===== src/rtl/check_queue_if.sv =====
// Decode-side and scheduler-side handshake bundle for check_queue.
// slave = the queue itself, master = whoever drives decode and consumes the head.
interface check_queue_if #(
  parameter int XLEN  = 32,
  parameter int DEPTH = 2
);
  localparam int CNT_W = $clog2(DEPTH) + 1;

  logic             IN_VALID;
  logic             IN_READY;
  logic [XLEN-1:0]  PC;
  logic [16:0]      OPCODE;
  logic [4:0]       RD;
  logic [4:0]       RS1;
  logic [4:0]       RS2;
  logic [XLEN-1:0]  IMM;

  logic             CHECK_VALID;
  logic             CHECK_READY;
  logic [XLEN-1:0]  CHECK_PC;
  logic [16:0]      CHECK_OPCODE;
  logic [4:0]       CHECK_RD;
  logic [4:0]       CHECK_RS1;
  logic [4:0]       CHECK_RS2;
  logic [11:0]      CHECK_CSR;
  logic [XLEN-1:0]  CHECK_IMM;
  logic             CHECK_TRAP;
  logic [3:0]       CHECK_TRAP_CAUSE;
  logic [CNT_W-1:0] CHECK_COUNT;

  modport slave (
    input  IN_VALID, PC, OPCODE, RD, RS1, RS2, IMM, CHECK_READY,
    output IN_READY, CHECK_VALID, CHECK_PC, CHECK_OPCODE, CHECK_RD, CHECK_RS1,
           CHECK_RS2, CHECK_CSR, CHECK_IMM, CHECK_TRAP, CHECK_TRAP_CAUSE, CHECK_COUNT
  );

  modport master (
    output IN_VALID, PC, OPCODE, RD, RS1, RS2, IMM, CHECK_READY,
    input  IN_READY, CHECK_VALID, CHECK_PC, CHECK_OPCODE, CHECK_RD, CHECK_RS1,
           CHECK_RS2, CHECK_CSR, CHECK_IMM, CHECK_TRAP, CHECK_TRAP_CAUSE, CHECK_COUNT
  );
endinterface


===== src/rtl/check_queue.sv =====
// DEPTH-entry check queue between decode stage 2 and scheduler 1, frozen by STALL/MEM_WAIT.
// Define CHECK_QUEUE_TRAP_EN to turn UNIMP heads into illegal-instruction traps instead of JAL.
module check_queue #(
  parameter int XLEN  = 32,
  parameter int DEPTH = 2
) (
  input logic           CLK,
  input logic           RST,
  input logic           FLUSH,
  input logic           STALL,
  input logic           MEM_WAIT,
  check_queue_if.slave  bus
);
  localparam int PTR_W = $clog2(DEPTH);
  localparam int CNT_W = PTR_W + 1;

  typedef struct packed {
    logic [XLEN-1:0] pc;
    logic [16:0]     opcode;
    logic [4:0]      rd;
    logic [4:0]      rs1;
    logic [4:0]      rs2;
    logic [XLEN-1:0] imm;
    logic            unimp;
  } entry_t;

  entry_t           mem [DEPTH];
  logic [PTR_W-1:0] wr_ptr;
  logic [PTR_W-1:0] rd_ptr;
  logic [CNT_W-1:0] count;

  logic   hold;
  logic   full;
  logic   empty;
  logic   push;
  logic   pop;
  entry_t new_entry;
  entry_t head;

  assign hold  = STALL || MEM_WAIT;
  assign full  = (count == CNT_W'(DEPTH));
  assign empty = (count == '0);
  assign push  = bus.IN_VALID && bus.IN_READY;
  assign pop   = bus.CHECK_VALID && bus.CHECK_READY && !hold;

  assign bus.IN_READY    = !full && !hold;
  assign bus.CHECK_VALID = !empty;
  assign bus.CHECK_COUNT = count;

  always_comb begin
    new_entry.pc     = bus.PC;
    new_entry.opcode = bus.OPCODE;
    new_entry.rd     = bus.RD;
    new_entry.rs1    = bus.RS1;
    new_entry.rs2    = bus.RS2;
    new_entry.imm    = bus.IMM;
    new_entry.unimp  = (bus.IMM == {XLEN{1'b1}});
  end

  // Pointers wrap by natural overflow since DEPTH is a power of two.
  always_ff @(posedge CLK) begin
    if (RST || FLUSH) begin
      wr_ptr <= '0;
      rd_ptr <= '0;
      count  <= '0;
    end else if (!hold) begin
      if (push) wr_ptr <= wr_ptr + 1'b1;
      if (pop)  rd_ptr <= rd_ptr + 1'b1;
      case ({push, pop})
        2'b10:   count <= count + 1'b1;
        2'b01:   count <= count - 1'b1;
        default: count <= count;
      endcase
    end
  end

  // Storage carries no reset; empty slots are never visible at the outputs.
  always_ff @(posedge CLK) begin
    if (push && !RST && !FLUSH)
      mem[wr_ptr] <= new_entry;
  end

  assign head = mem[rd_ptr];

  always_comb begin
    bus.CHECK_PC         = '0;
    bus.CHECK_OPCODE     = '0;
    bus.CHECK_RD         = '0;
    bus.CHECK_RS1        = '0;
    bus.CHECK_RS2        = '0;
    bus.CHECK_CSR        = '0;
    bus.CHECK_IMM        = '0;
    bus.CHECK_TRAP       = 1'b0;
    bus.CHECK_TRAP_CAUSE = '0;
    if (!empty) begin
      bus.CHECK_PC = head.pc;
      if (head.unimp) begin
`ifdef CHECK_QUEUE_TRAP_EN
        bus.CHECK_TRAP       = 1'b1;
        bus.CHECK_TRAP_CAUSE = 4'd2;
`else
        bus.CHECK_OPCODE     = 17'h0006F;
`endif
      end else begin
        bus.CHECK_OPCODE = head.opcode;
        bus.CHECK_RD     = head.rd;
        bus.CHECK_RS1    = head.rs1;
        bus.CHECK_RS2    = head.rs2;
        bus.CHECK_CSR    = head.imm[11:0];
        bus.CHECK_IMM    = head.imm;
      end
    end
  end
endmodule

===== src/flat_wrapper.sv =====
// flat-port wrapper written by rule: the top's interface ports become plain ports
module check_queue_flat 
#(
  parameter int XLEN  = 32,
  parameter int DEPTH = 2
)
  (CLK, RST, FLUSH, STALL, MEM_WAIT, bus_IN_VALID, bus_PC, bus_OPCODE, bus_RD, bus_RS1, bus_RS2, bus_IMM, bus_CHECK_READY, bus_IN_READY, bus_CHECK_VALID, bus_CHECK_PC, bus_CHECK_OPCODE, bus_CHECK_RD, bus_CHECK_RS1, bus_CHECK_RS2, bus_CHECK_CSR, bus_CHECK_IMM, bus_CHECK_TRAP, bus_CHECK_TRAP_CAUSE, bus_CHECK_COUNT);
  check_queue_if #(.XLEN(XLEN), .DEPTH(DEPTH)) bus_i ();
  input logic CLK;
  input logic RST;
  input logic FLUSH;
  input logic STALL;
  input logic MEM_WAIT;
  input wire logic [$bits(bus_i.IN_VALID)-1:0] bus_IN_VALID;
  input wire logic [$bits(bus_i.PC)-1:0] bus_PC;
  input wire logic [$bits(bus_i.OPCODE)-1:0] bus_OPCODE;
  input wire logic [$bits(bus_i.RD)-1:0] bus_RD;
  input wire logic [$bits(bus_i.RS1)-1:0] bus_RS1;
  input wire logic [$bits(bus_i.RS2)-1:0] bus_RS2;
  input wire logic [$bits(bus_i.IMM)-1:0] bus_IMM;
  input wire logic [$bits(bus_i.CHECK_READY)-1:0] bus_CHECK_READY;
  output wire logic [$bits(bus_i.IN_READY)-1:0] bus_IN_READY;
  output wire logic [$bits(bus_i.CHECK_VALID)-1:0] bus_CHECK_VALID;
  output wire logic [$bits(bus_i.CHECK_PC)-1:0] bus_CHECK_PC;
  output wire logic [$bits(bus_i.CHECK_OPCODE)-1:0] bus_CHECK_OPCODE;
  output wire logic [$bits(bus_i.CHECK_RD)-1:0] bus_CHECK_RD;
  output wire logic [$bits(bus_i.CHECK_RS1)-1:0] bus_CHECK_RS1;
  output wire logic [$bits(bus_i.CHECK_RS2)-1:0] bus_CHECK_RS2;
  output wire logic [$bits(bus_i.CHECK_CSR)-1:0] bus_CHECK_CSR;
  output wire logic [$bits(bus_i.CHECK_IMM)-1:0] bus_CHECK_IMM;
  output wire logic [$bits(bus_i.CHECK_TRAP)-1:0] bus_CHECK_TRAP;
  output wire logic [$bits(bus_i.CHECK_TRAP_CAUSE)-1:0] bus_CHECK_TRAP_CAUSE;
  output wire logic [$bits(bus_i.CHECK_COUNT)-1:0] bus_CHECK_COUNT;
  assign bus_i.IN_VALID = bus_IN_VALID;
  assign bus_i.PC = bus_PC;
  assign bus_i.OPCODE = bus_OPCODE;
  assign bus_i.RD = bus_RD;
  assign bus_i.RS1 = bus_RS1;
  assign bus_i.RS2 = bus_RS2;
  assign bus_i.IMM = bus_IMM;
  assign bus_i.CHECK_READY = bus_CHECK_READY;
  assign bus_IN_READY = bus_i.IN_READY;
  assign bus_CHECK_VALID = bus_i.CHECK_VALID;
  assign bus_CHECK_PC = bus_i.CHECK_PC;
  assign bus_CHECK_OPCODE = bus_i.CHECK_OPCODE;
  assign bus_CHECK_RD = bus_i.CHECK_RD;
  assign bus_CHECK_RS1 = bus_i.CHECK_RS1;
  assign bus_CHECK_RS2 = bus_i.CHECK_RS2;
  assign bus_CHECK_CSR = bus_i.CHECK_CSR;
  assign bus_CHECK_IMM = bus_i.CHECK_IMM;
  assign bus_CHECK_TRAP = bus_i.CHECK_TRAP;
  assign bus_CHECK_TRAP_CAUSE = bus_i.CHECK_TRAP_CAUSE;
  assign bus_CHECK_COUNT = bus_i.CHECK_COUNT;
  check_queue #(.XLEN(XLEN), .DEPTH(DEPTH)) u_core (.CLK(CLK), .RST(RST), .FLUSH(FLUSH), .STALL(STALL), .MEM_WAIT(MEM_WAIT), .bus(bus_i));
endmodule

===== config.mk =====
export PLATFORM = sky130hd
export DESIGN_NAME = check_queue_flat
export DESIGN_NICKNAME = d
export VERILOG_FILES = /design/src/rtl/check_queue_if.sv /design/src/rtl/check_queue.sv /design/src/flat_wrapper.sv
export SDC_FILE = /design/constraint.sdc
export NUM_CORES = 1
export LEC_CHECK = 0
export CORE_MARGIN = 1
export CORE_UTILIZATION = 45
export CTS_BUF_LIST = sky130_fd_sc_hd__clkbuf_8
export DETAILED_ROUTE_END_ITERATION = 12
export PLACE_DENSITY = 0.79
export SKIP_CTS_REPAIR_TIMING = 1
export SYNTH_ARGS = -nofsm -noshare
export SYNTH_HDL_FRONTEND = slang
export SYNTH_SLANG_ARGS = --single-unit

===== constraint.sdc =====
create_clock -name CLK -period 12.61 [get_ports CLK]
set_input_delay 2.522 -clock CLK [delete_from_list [all_inputs] [get_ports CLK]]
set_output_delay 2.522 -clock CLK [all_outputs]
set_load 0.02 [all_outputs]

**After elaboration in Yosys (flattened, before gate mapping)**

Memories as Yosys holds them, arrays and structs flattened. A register that Yosys moved wholly into a read port is not among the register bits.
Cells that the tools add are included.

- Reductions and logical operators: 18
- Equality and inequality tests: 4
- Add/subtract/negate cells: 4
- Mux-type cells: 18
- Bitwise operators: 1

Operator list:

| cell | count |
|---|---|
| 2-to-1 mux 32 bit | 3 |
| 2-to-1 mux 17 bit | 2 |
| equality test 32 bit (second input constant) | 1 |
| 2-to-1 mux 5 bit | 6 |
| 2-to-1 mux 12 bit | 2 |
| logical AND 1 bit | 6 |
| AND reduction 2 bit | 3 |
| zero test 1 bit | 5 |
| equality test 2 bit (second input constant) | 2 |
| 2-to-1 mux 1 bit | 4 |
| case mux 2 bit (2 select lines) | 1 |
| adder 1 bit (second input constant) | 2 |
| adder 2 x 1 -> 2 bit (second input constant) | 1 |
| equality test 2 x 1 -> 1 bit (second input constant) | 1 |
| zero test 2 bit | 1 |
| logical OR 1 bit | 2 |
| nonzero test 2 bit | 1 |
| subtractor 2 x 1 -> 2 bit (second input constant) | 1 |
| inverter 1 bit | 1 |

- Register bits: 4
- Memories kept: 1
- RAM bits: 194
- Output and inout bits: 117

Memories:

| name | depth | bits a word | read ports | clocked after memory_dff | write ports | RTL line | source |
|---|---|---|---|---|---|---|---|
| u_core.mem | 2 | 97 | 1 | 1 | 1 | check_queue.sv:27 | `entry_t mem [DEPTH];` |

**Longest topological paths before layout**

Gate-level depths: netlist of the first run.

- Word-level depth: 8
- Depth in mapped cells: 7
- Mapped depth without buffers: 7

**Least setup slack after synthesis of the first run**

Ideal clock, no wire load.

- Path kind: input to register
- Start point: input MEM_WAIT
- End point: memory u_core.mem[1][0] (netlist name), enable pin
- Path slack: -1011 ps
- Arrival: 12798 ps
- Path buffers: 0
- Stages: 3
- Required time: 11787 ps
- Setup time: 823 ps
- Cells stage by stage: nor2_1 nand3b_1 nor4b_1

- Cells in the longest elaborated chain, start to end: 8

Ends and longest elaborated chain:

| what | RTL line | source |
|---|---|---|
| start: declaration | flat_wrapper.sv:13 | `input logic MEM_WAIT;` |
| logical OR 1 bit | check_queue.sv:40 | `assign hold = STALL \|\| MEM_WAIT;` |
| zero test 1 bit | check_queue.sv:46 | `assign bus.IN_READY = !full && !hold;` |
| logical AND 1 bit | check_queue.sv:46 |  |
| logical AND 1 bit | check_queue.sv:43 | `assign push = bus.IN_VALID && bus.IN_READY;` |
| logical AND 1 bit (2 in a row) | check_queue.sv:79 | `if (push && !RST && !FLUSH)` |
| 2-to-1 mux 1 bit | check_queue.sv:79 |  |
| 2-to-1 mux 1 bit (not written as such) | check_queue.sv:80 | `mem[wr_ptr] <= new_entry;` |
| end: declaration | check_queue.sv:27 |  |

No other way between the ends.

**Final worst setup path of the first run**

- Start point: input MEM_WAIT
- End point: output bus_IN_READY

- Cells in the longest elaborated chain, start to end: 3

Ends and longest elaborated chain:

| what | RTL line | source |
|---|---|---|
| logical OR 1 bit | check_queue.sv:40 |  |
| zero test 1 bit | check_queue.sv:46 |  |
| logical AND 1 bit | check_queue.sv:46 |  |
| end: declaration | flat_wrapper.sv:22 | `output wire logic [$bits(bus_i.IN_READY)-1:0] bus_IN_READY;` |

No other way between the ends.

==> summary by stage, run 1 <==
Synth
In this run, synthesis produced a sequential element count of 199. The synthesized area per cell is 16.6 um2. Of the total synthesized cell area, the portion taken by full adders, half adders and majority gates is 0.00160. The synthesized area is 7810 um2. The gate count after technology mapping is 471. Of the total synthesized cell area, the portion taken by AND, OR, NAND and NOR gates is 0.0786. The count of synthesis-stage warnings from yosys is 0. Yosys mapped a number of flops with a built-in enable equal to 194. The cell with the most instances after synthesis is sky130_fd_sc_hd__edfxtp_1.

The number of distinct library cells after synthesis is 30. The sequential area share after synthesis is 0.758. The post-synthesis mux area share is 0.118. Of the total synthesized cell area, the portion taken by XOR and XNOR cells is 0.00224. The main combinational cell family by area after synthesis is multiplexers. After synthesis, the share of flip-flops with an asynchronous set or reset is 0. By area the synthesized netlist is led by sky130_fd_sc_hd__edfxtp_1 75%, sky130_fd_sc_hd__mux2i_1 12%, sky130_fd_sc_hd__nor2_1 4.4%. Of the post-synthesis cell area, the dominant cell type holds 0.745. In the synthesized netlist the dominant register cell turns out to be sky130_fd_sc_hd__edfxtp_1. By count the netlist is led by 194 x sky130_fd_sc_hd__edfxtp_1, 92 x sky130_fd_sc_hd__mux2i_1, 91 x sky130_fd_sc_hd__nor2_1. The synthesized design spends more area on one cell type than any other, namely sky130_fd_sc_hd__edfxtp_1. The compound-gate portion of the synthesized area is 0.00704.

Cells and area
The multi-input gate area in the final layout is 1670 um2. The growth of design area from synthesis to finish is 34.2%. The final core area utilization is 0.626.

Across the whole layout, storage elements account for 5930 um2. The non-filler instance count after layout is 911. After filler insertion, the fill cell instance count of the layout stands at 1229.

Of the cells placed in the final design, the portion with a size suffix greater than 1 is 0.0754. The layout net count is 781.

Pwr
VDD sags by at most 0.0668 mV. The power per cell area is 114 nW/um2. The leakage power is 3.23 nW.

Worst setup path
Walking the worst path, the cells encountered are clkdlybuf4s50_1 > nor3_1 > clkdlybuf4s50_1. Counting both buffers and inverters, the worst setup path holds a total of 2. The capturing element type of the critical path is an output pin. The cell family contributing the most delay on the critical path is buffers and inverters.

The delay of the slowest cell on the worst path is 0.67 ns. The worst register-to-register path ends at u_core.mem[0][42]. For the worst setup path, the data arrival time is 3.88 ns. Across all register-to-register paths, the minimum setup slack is 9.90 ns. The number of cells on the critical path is 3. In this run the worst path has a maximum fanout of 3. The beginning of the critical path is MEM_WAIT. The kind of start point of the critical path is a primary input. Among the stages of the critical path, the cell type that occurs most often is sky130_fd_sc_hd__clkdlybuf4s50_1. The master of the slowest instance on the critical path is sky130_fd_sc_hd__clkdlybuf4s50_1.

The critical path in this run is classified as primary input to output pin. Data on the critical path is required at its endpoint by 10.09 ns. The launch instance of the worst register-to-register path is u_core.bus.CHECK_COUNT[0].

The worst setup path endpoint is bus_IN_READY. The length in cells of the worst reg-to-reg path is 5.

STA
For the pin with the worst max-slew slack, the measured transition is 0.867 ns. The final count of pins violating max slew was 0. The worst pin sits at a relative slew slack of 0.422. Across the routed clock network, the largest skew measured is 0.0102 ns. Setup repair after global routing left no endpoint under its margin. Dividing the final minimum period by the clock period gives 0.508. Setup violations remaining at the end of the flow were counted as 0. Based on the critical path, the design can be clocked at up to 0.156 GHz.

The hold violation total from the final report is 0. The clock period minus worst slack is 6.41 ns. Summed over all failing endpoints, the final setup total negative slack is 0 ns. Across all setup checks in the final design, the least slack found is 6.20 ns.

Outcome
The flow ran to the end, and the final reports show no timing, DRC or antenna violations.

Clock network
The number of buffers created by CTS is 17. The clock-pin slew on the worst setup and hold paths is 0.09 ns. The largest buffer count on any clock path is 2. TritonCTS built the clock tree. The root buffer cell is sky130_fd_sc_hd__clkbuf_8. Counting every sink on the clock net gives 199. The total number of H-tree levels is 4.

The insertion delay to the later sink of the worst-skew pair is 0.45 ns.

Global routing
The first global-routing pass estimated 23.7 mm of wire. The initial antenna violation count is 1. The number of global-route vias before repair is 4688.

Across every metal layer, demand over resource in global routing totals 0.176. The maximum number of pins on one net before global-route repair is 55. The global route total overflow is 0.

Routing
The count of nets left with antenna violations after detail routing is 0. After detailed routing, the number of remaining DRC violations is 0. The total wirelength of the detailed-routed design is 15.5 mm. For this block, the initial DRC count from the detailed router was 228. After detailed routing, the average wire length per cell comes to 17.0 um. The first detailed-routing pass ran for 4 iterations. The via count of the routed design is 4514. Dividing the detail-routed via count by the number of cells gives 4.95.

Placement
Buffers placed on the I/O ports in this run total 214. OpenSTA, run right after detailed placement, puts the worst setup slack at 6.23 ns. The cell count after placement is 878. The half-perimeter wire length after placement is 10.2 mm. The congestion estimate from routability-driven global placement came to 0.799.

Run
Max-cap violations in this run came to 0.

Floorplanning
The total area inside the core boundary comes to 16800 um2. The height of the die is 134 um. The number of cell rows is 47. The chip width is 134 um. The starting utilization of the core area is 0.466. The floorplan step defined a die boundary enclosing 17900 um2. 220 I/O pins were placed.

Worst hold path
Counting instances, the worst hold path has a depth of 2. In this run the worst hold path is classified as register to register.
-- state kept, by name, summed over array words and instances (netlist names), named ones only --
name and cells:
u_core.wr_ptr 1, u_core.mem 194, u_core.bus.CHECK_COUNT 2, u_core.rd_ptr 1
-- routing by layer --
metal	track usage	vias up	part of all wire
met1	0.209	2194	0.42
li1	-	2145	-
met4	0.0486	0	0.010
met3	0.0495	13	0.056
met5	0	-	0
met2	0.312	162	0.51
-- layout make-up --
| class | count | share of cell area |
|---|---|---|
| tap | 220 | 0.0262 |
| clock inverter | 15 | 0.0171 |
| timing repair buffer | 221 | 0.209 |
| multi-input combinational | 237 | 0.159 |
| inverter | 1 | 0.000358 |
| clock buffer | 17 | 0.0223 |
| sequential | 199 | 0.565 |
| antenna | 1 | 0.000239 |
-- cells in the final DEF, fill, tap and decap left out, types with 3 or more instances in the layout --
master                              n
sky130_fd_sc_hd__nand4_1            9
sky130_fd_sc_hd__clkinvlp_4         3
sky130_fd_sc_hd__buf_4              7
sky130_fd_sc_hd__o22ai_1            6
sky130_fd_sc_hd__clkbuf_8          17
sky130_fd_sc_hd__nor2_1            89
sky130_fd_sc_hd__dfxtp_1            4
sky130_fd_sc_hd__nor2_4            12
sky130_fd_sc_hd__nand2_1            4
sky130_fd_sc_hd__mux2i_1           92
sky130_fd_sc_hd__bufinv_16          3
sky130_fd_sc_hd__nor3_1             4
sky130_fd_sc_hd__clkdlybuf4s50_1  214
sky130_fd_sc_hd__edfxtp_1         194
sky130_fd_sc_hd__conb_1             5
-- tightest hold or removal path, stage by stage (launching register included) --
cell                      delay [ns]
sky130_fd_sc_hd__dfxtp_1        0.34
sky130_fd_sc_hd__nand2_1        0.06
sky130_fd_sc_hd__mux2i_1        0.06
-- power breakdown --
group          switching (W)  internal, W  total (W)  leakage [nW]
Clock               0.000216     0.000198   0.000414         0.205
Sequential        0.00000103     0.000728   0.000729          1.79
Combinational      0.0000216    0.0000334  0.0000549          1.23
-- worst min path at each step --
stage	start	slack [ns]	end
finish	u_core.wr_ptr	0.49	u_core.wr_ptr
CTS	u_core.wr_ptr	0.50	u_core.wr_ptr
floorplan	u_core.wr_ptr	0.44	u_core.wr_ptr
global route	u_core.wr_ptr	0.54	u_core.wr_ptr
detailed placement	u_core.wr_ptr	0.49	u_core.wr_ptr
global placement	u_core.wr_ptr	0.46	u_core.wr_ptr
-- through the flow --
| step | power [W] | cell area [um2] | hold slack [ns] |
|---|---|---|---|
| 4_1_cts | 0.00121 | 10500 | 0.502 |
| 3_5_place_dp | 0.000799 | 10100 | 0.490 |
| 5_1_grt | 0.00124 | 10500 | 0.535 |
| 6_report | 0.00120 | 10500 | 0.494 |
| 2_1_floorplan | 0.000757 | 7840 | 0.442 |
| 3_3_place_gp | 0.000797 | 10100 | 0.462 |
-- kinds of logic after synthesis --
family / after synthesis
simple gates: 128
other cells: 1
xor+xnor: 2
mux: 92
flops: 199
fa+ha+maj: 1
compound gates: 9
buf+inv: 39
Power figures use the tool's default switching activity.
==> run 2: changes to the inputs <==
==> constraint.sdc (replaced) <==
create_clock -name CLK -period 5.4 [get_ports CLK]
set_input_delay 1.08 -clock CLK [delete_from_list [all_inputs] [get_ports CLK]]
set_output_delay 1.08 -clock CLK [all_outputs]
set_load 0.02 [all_outputs]
==> run 2 against run 1 <==
Flip-flop and latch count stayed put. Clock skew is 0.0027 ns higher. Clock power is 120% higher. Cell count is 0.44% lower. Clock-buffer cell count stayed put. Power is 130% higher. Via count is 0.42% lower. Core utilization is 0.27 points lower. Setup slack worse by 5.4 ns. Register-to-register slack worse by 7.1 ns. Sequential share of layout area is 0.24 points higher. Critical endpoint is now bus_CHECK_RD[0].
==> summary by stage, run 2 (synthesis results as in run 1) <==
Floorplanning
The area enclosed by the die boundary is 17900 um2. The starting utilization of the core area is 0.466. The I/O pin count is 220. The core region area is 16800 um2. The initialized floorplan defines 47 standard-cell rows. The chip width is 134 um. The height of the die is 134 um.

STA
The setup TNS is 0 ns. The normalized max-slew margin is 0.277. Clock skew on the completed layout was measured at 0.0129 ns. After layout, the minimum clock period comes to 4.55 ns. The post-layout worst setup margin is 0.847 ns. The hold violation total from the final report is 0. Setup repair after global routing left no endpoint under its margin.

Setup violations remaining at the end of the flow were counted as 0. The final count of pins violating max slew was 0. The actual slew at the worst max-slew pin is 1.08 ns. Static timing analysis puts the maximum clock frequency at 0.220 GHz. In the finished design, the share of the clock period the worst path needs comes to 0.843. The tightest hold path in the finished design has a slack of 0.491 ns.

Worst setup path
The delay of the slowest cell on the worst path is 0.90 ns. The critical-path maximum fanout is 50. STA puts the critical path data required time at 4.32 ns.

The worst path arrival time is 3.47 ns. Walking the worst path, the cells encountered are or2_1 > a21o_2 > buf_4 > nor2_1 > clkdlybuf4s50_1. On the critical path, the stage with the largest delay is an instance of sky130_fd_sc_hd__a21o_2. The worst setup path is launched from a register.

The worst setup path is captured at an output pin. The worst setup path is of the register to output pin kind.

Cells and area
The most frequent standard cell in the layout excluding fill and tap cells is sky130_fd_sc_hd__clkdlybuf4s50_1. The final layout contains 780 nets. u_core.mem holds more flip-flops than any other register. The flip-flop count of the largest register, all copies and words added is 194.

The number of antenna diodes in the final layout is 0. The layout has 1226 filler cells. The multi-input gate area in the final layout is 1670 um2.

In the layout the commonest cells are 214 x sky130_fd_sc_hd__clkdlybuf4s50_1, 194 x sky130_fd_sc_hd__edfxtp_1, 92 x sky130_fd_sc_hd__mux2i_1. Relative to the synthesized area, the layout overhead comes to 33.6%. The sequential cells in the finished layout cover a total of 5930 um2. The fraction of final layout cells with drive strength greater than 1 is 0.0713.

Global routing
The global-route wire length before repair is 23.6 mm. Entering global routing, the biggest net connects 69 pins. The global route total overflow is 0.

The number of global-route vias before repair is 4712. In the global route stage, overall resource usage came out at 0.177. The initial antenna violation count is 0.

Routing
Before antenna repair, the detailed router went through 4 iterations. The routed layout has 4495 vias. In this run, the number of DRC markers left after iteration 0 of detailed routing was 271.

The detailed-route wire length per cell is 17.1 um. The average vias per placed instance is 4.96. Summed over all layers, the routed wires come to 15.5 mm.

The total DRC errors in the routed layout is 0. The count of nets left with antenna violations after detail routing is 0.

Clock network
Buffers inserted during clock tree synthesis total 17. The clock net sink count is 199. The largest buffer count on any clock path is 2. Clock latency on the worst-skew pair, taken at its later pin, is 0.45 ns. TritonCTS built the clock tree. In this run the clock root is driven by a sky130_fd_sc_hd__clkbuf_8. The H-tree generated during clock tree synthesis spans 4 levels. The clock-pin slew on the worst setup and hold paths is 0.09 ns.

Run
The count of max-cap constraint violations is 0.

Placement
The number of port buffers is 214. OpenSTA, run right after detailed placement, puts the worst setup slack at 1.25 ns. Once detailed placement completed, the half-perimeter wirelength came to 10.2 mm. Routability-driven placement finished with a final weighted congestion of 0.794.

Pwr
The leakage power is 3.21 nW. Power spread over the standard cell area amounts to 261 nW/um2. The largest voltage drop on the vdd net is 0.153 mV.

Outcome
The run finished with clean final reports.

Worst hold path
The kind of path behind the tightest hold check is register to register.
-- run 2: changes by cell type in the layout (fill, tap and decap cells not counted), sizes merged --
| cell | change |
|---|---|
| diode | -1 |
| bufinv | -1 |
| inv | +1 |
| buf | -1 |
| clkinv | -2 |
-- run 2: path summary, 6_finish.rpt --
kind | cells past startpoint | startpoint | slack, ns | end
min reg2reg | 2 | u_core.wr_ptr | 0.49 | u_core.wr_ptr
min | 2 | u_core.wr_ptr | 0.49 | u_core.wr_ptr
max reg2reg | 4 | u_core.bus.CHECK_COUNT[0] | 2.85 | u_core.mem[0][32]
max | 5 | register | 0.85 | bus_CHECK_RD[0]
-- run 2: area by class of cell --
cell class	instances	area share
Clock buffer	17	0.0224
Clock inverter	13	0.0126
Inverter	1	0.000359
Multi-Input combinational cell	237	0.160
Sequential cell	199	0.568
Tap cell	220	0.0264
Timing Repair Buffer	220	0.211
-- run 2: worst max-delay path: cells and delay by family, from the launching register on --
kind                   cells  cell delay (ns)
buffers and inverters      2             0.94
AND/OR/NAND/NOR            2             0.41
flip-flops                 1             0.78
AO/OA/AOI/OAI              1             0.90
-- run 2: stage by stage --
step	instance area, um2	instances	power (W)	util
2_1_floorplan	7850	475	0.00177	-
3_3_place_gp	10100	877	0.00186	0.601
3_5_place_dp	10100	877	0.00187	0.601
4_1_cts	10400	907	0.00276	0.623
5_1_grt	10400	907	0.00282	0.623
6_report	10400	907	0.00272	0.623
-- run 2: metal layers --
layer | vias up | GRT usage | part of all wire
li1 | 2136 | - | -
met1 | 2177 | 0.206 | 0.42
met2 | 163 | 0.311 | 0.52
met3 | 19 | 0.0435 | 0.049
met4 | 0 | 0.0713 | 0.019
met5 | - | 0 | 0
-- run 2: power breakdown --
part	total (W)	switching, W	internal (W)
clock	0.000892	0.000488	0.000404
combinational	0.000129	0.0000506	0.0000780
sequential	0.00170	0.00000227	0.00170
total	0.00272	0.000540	0.00218
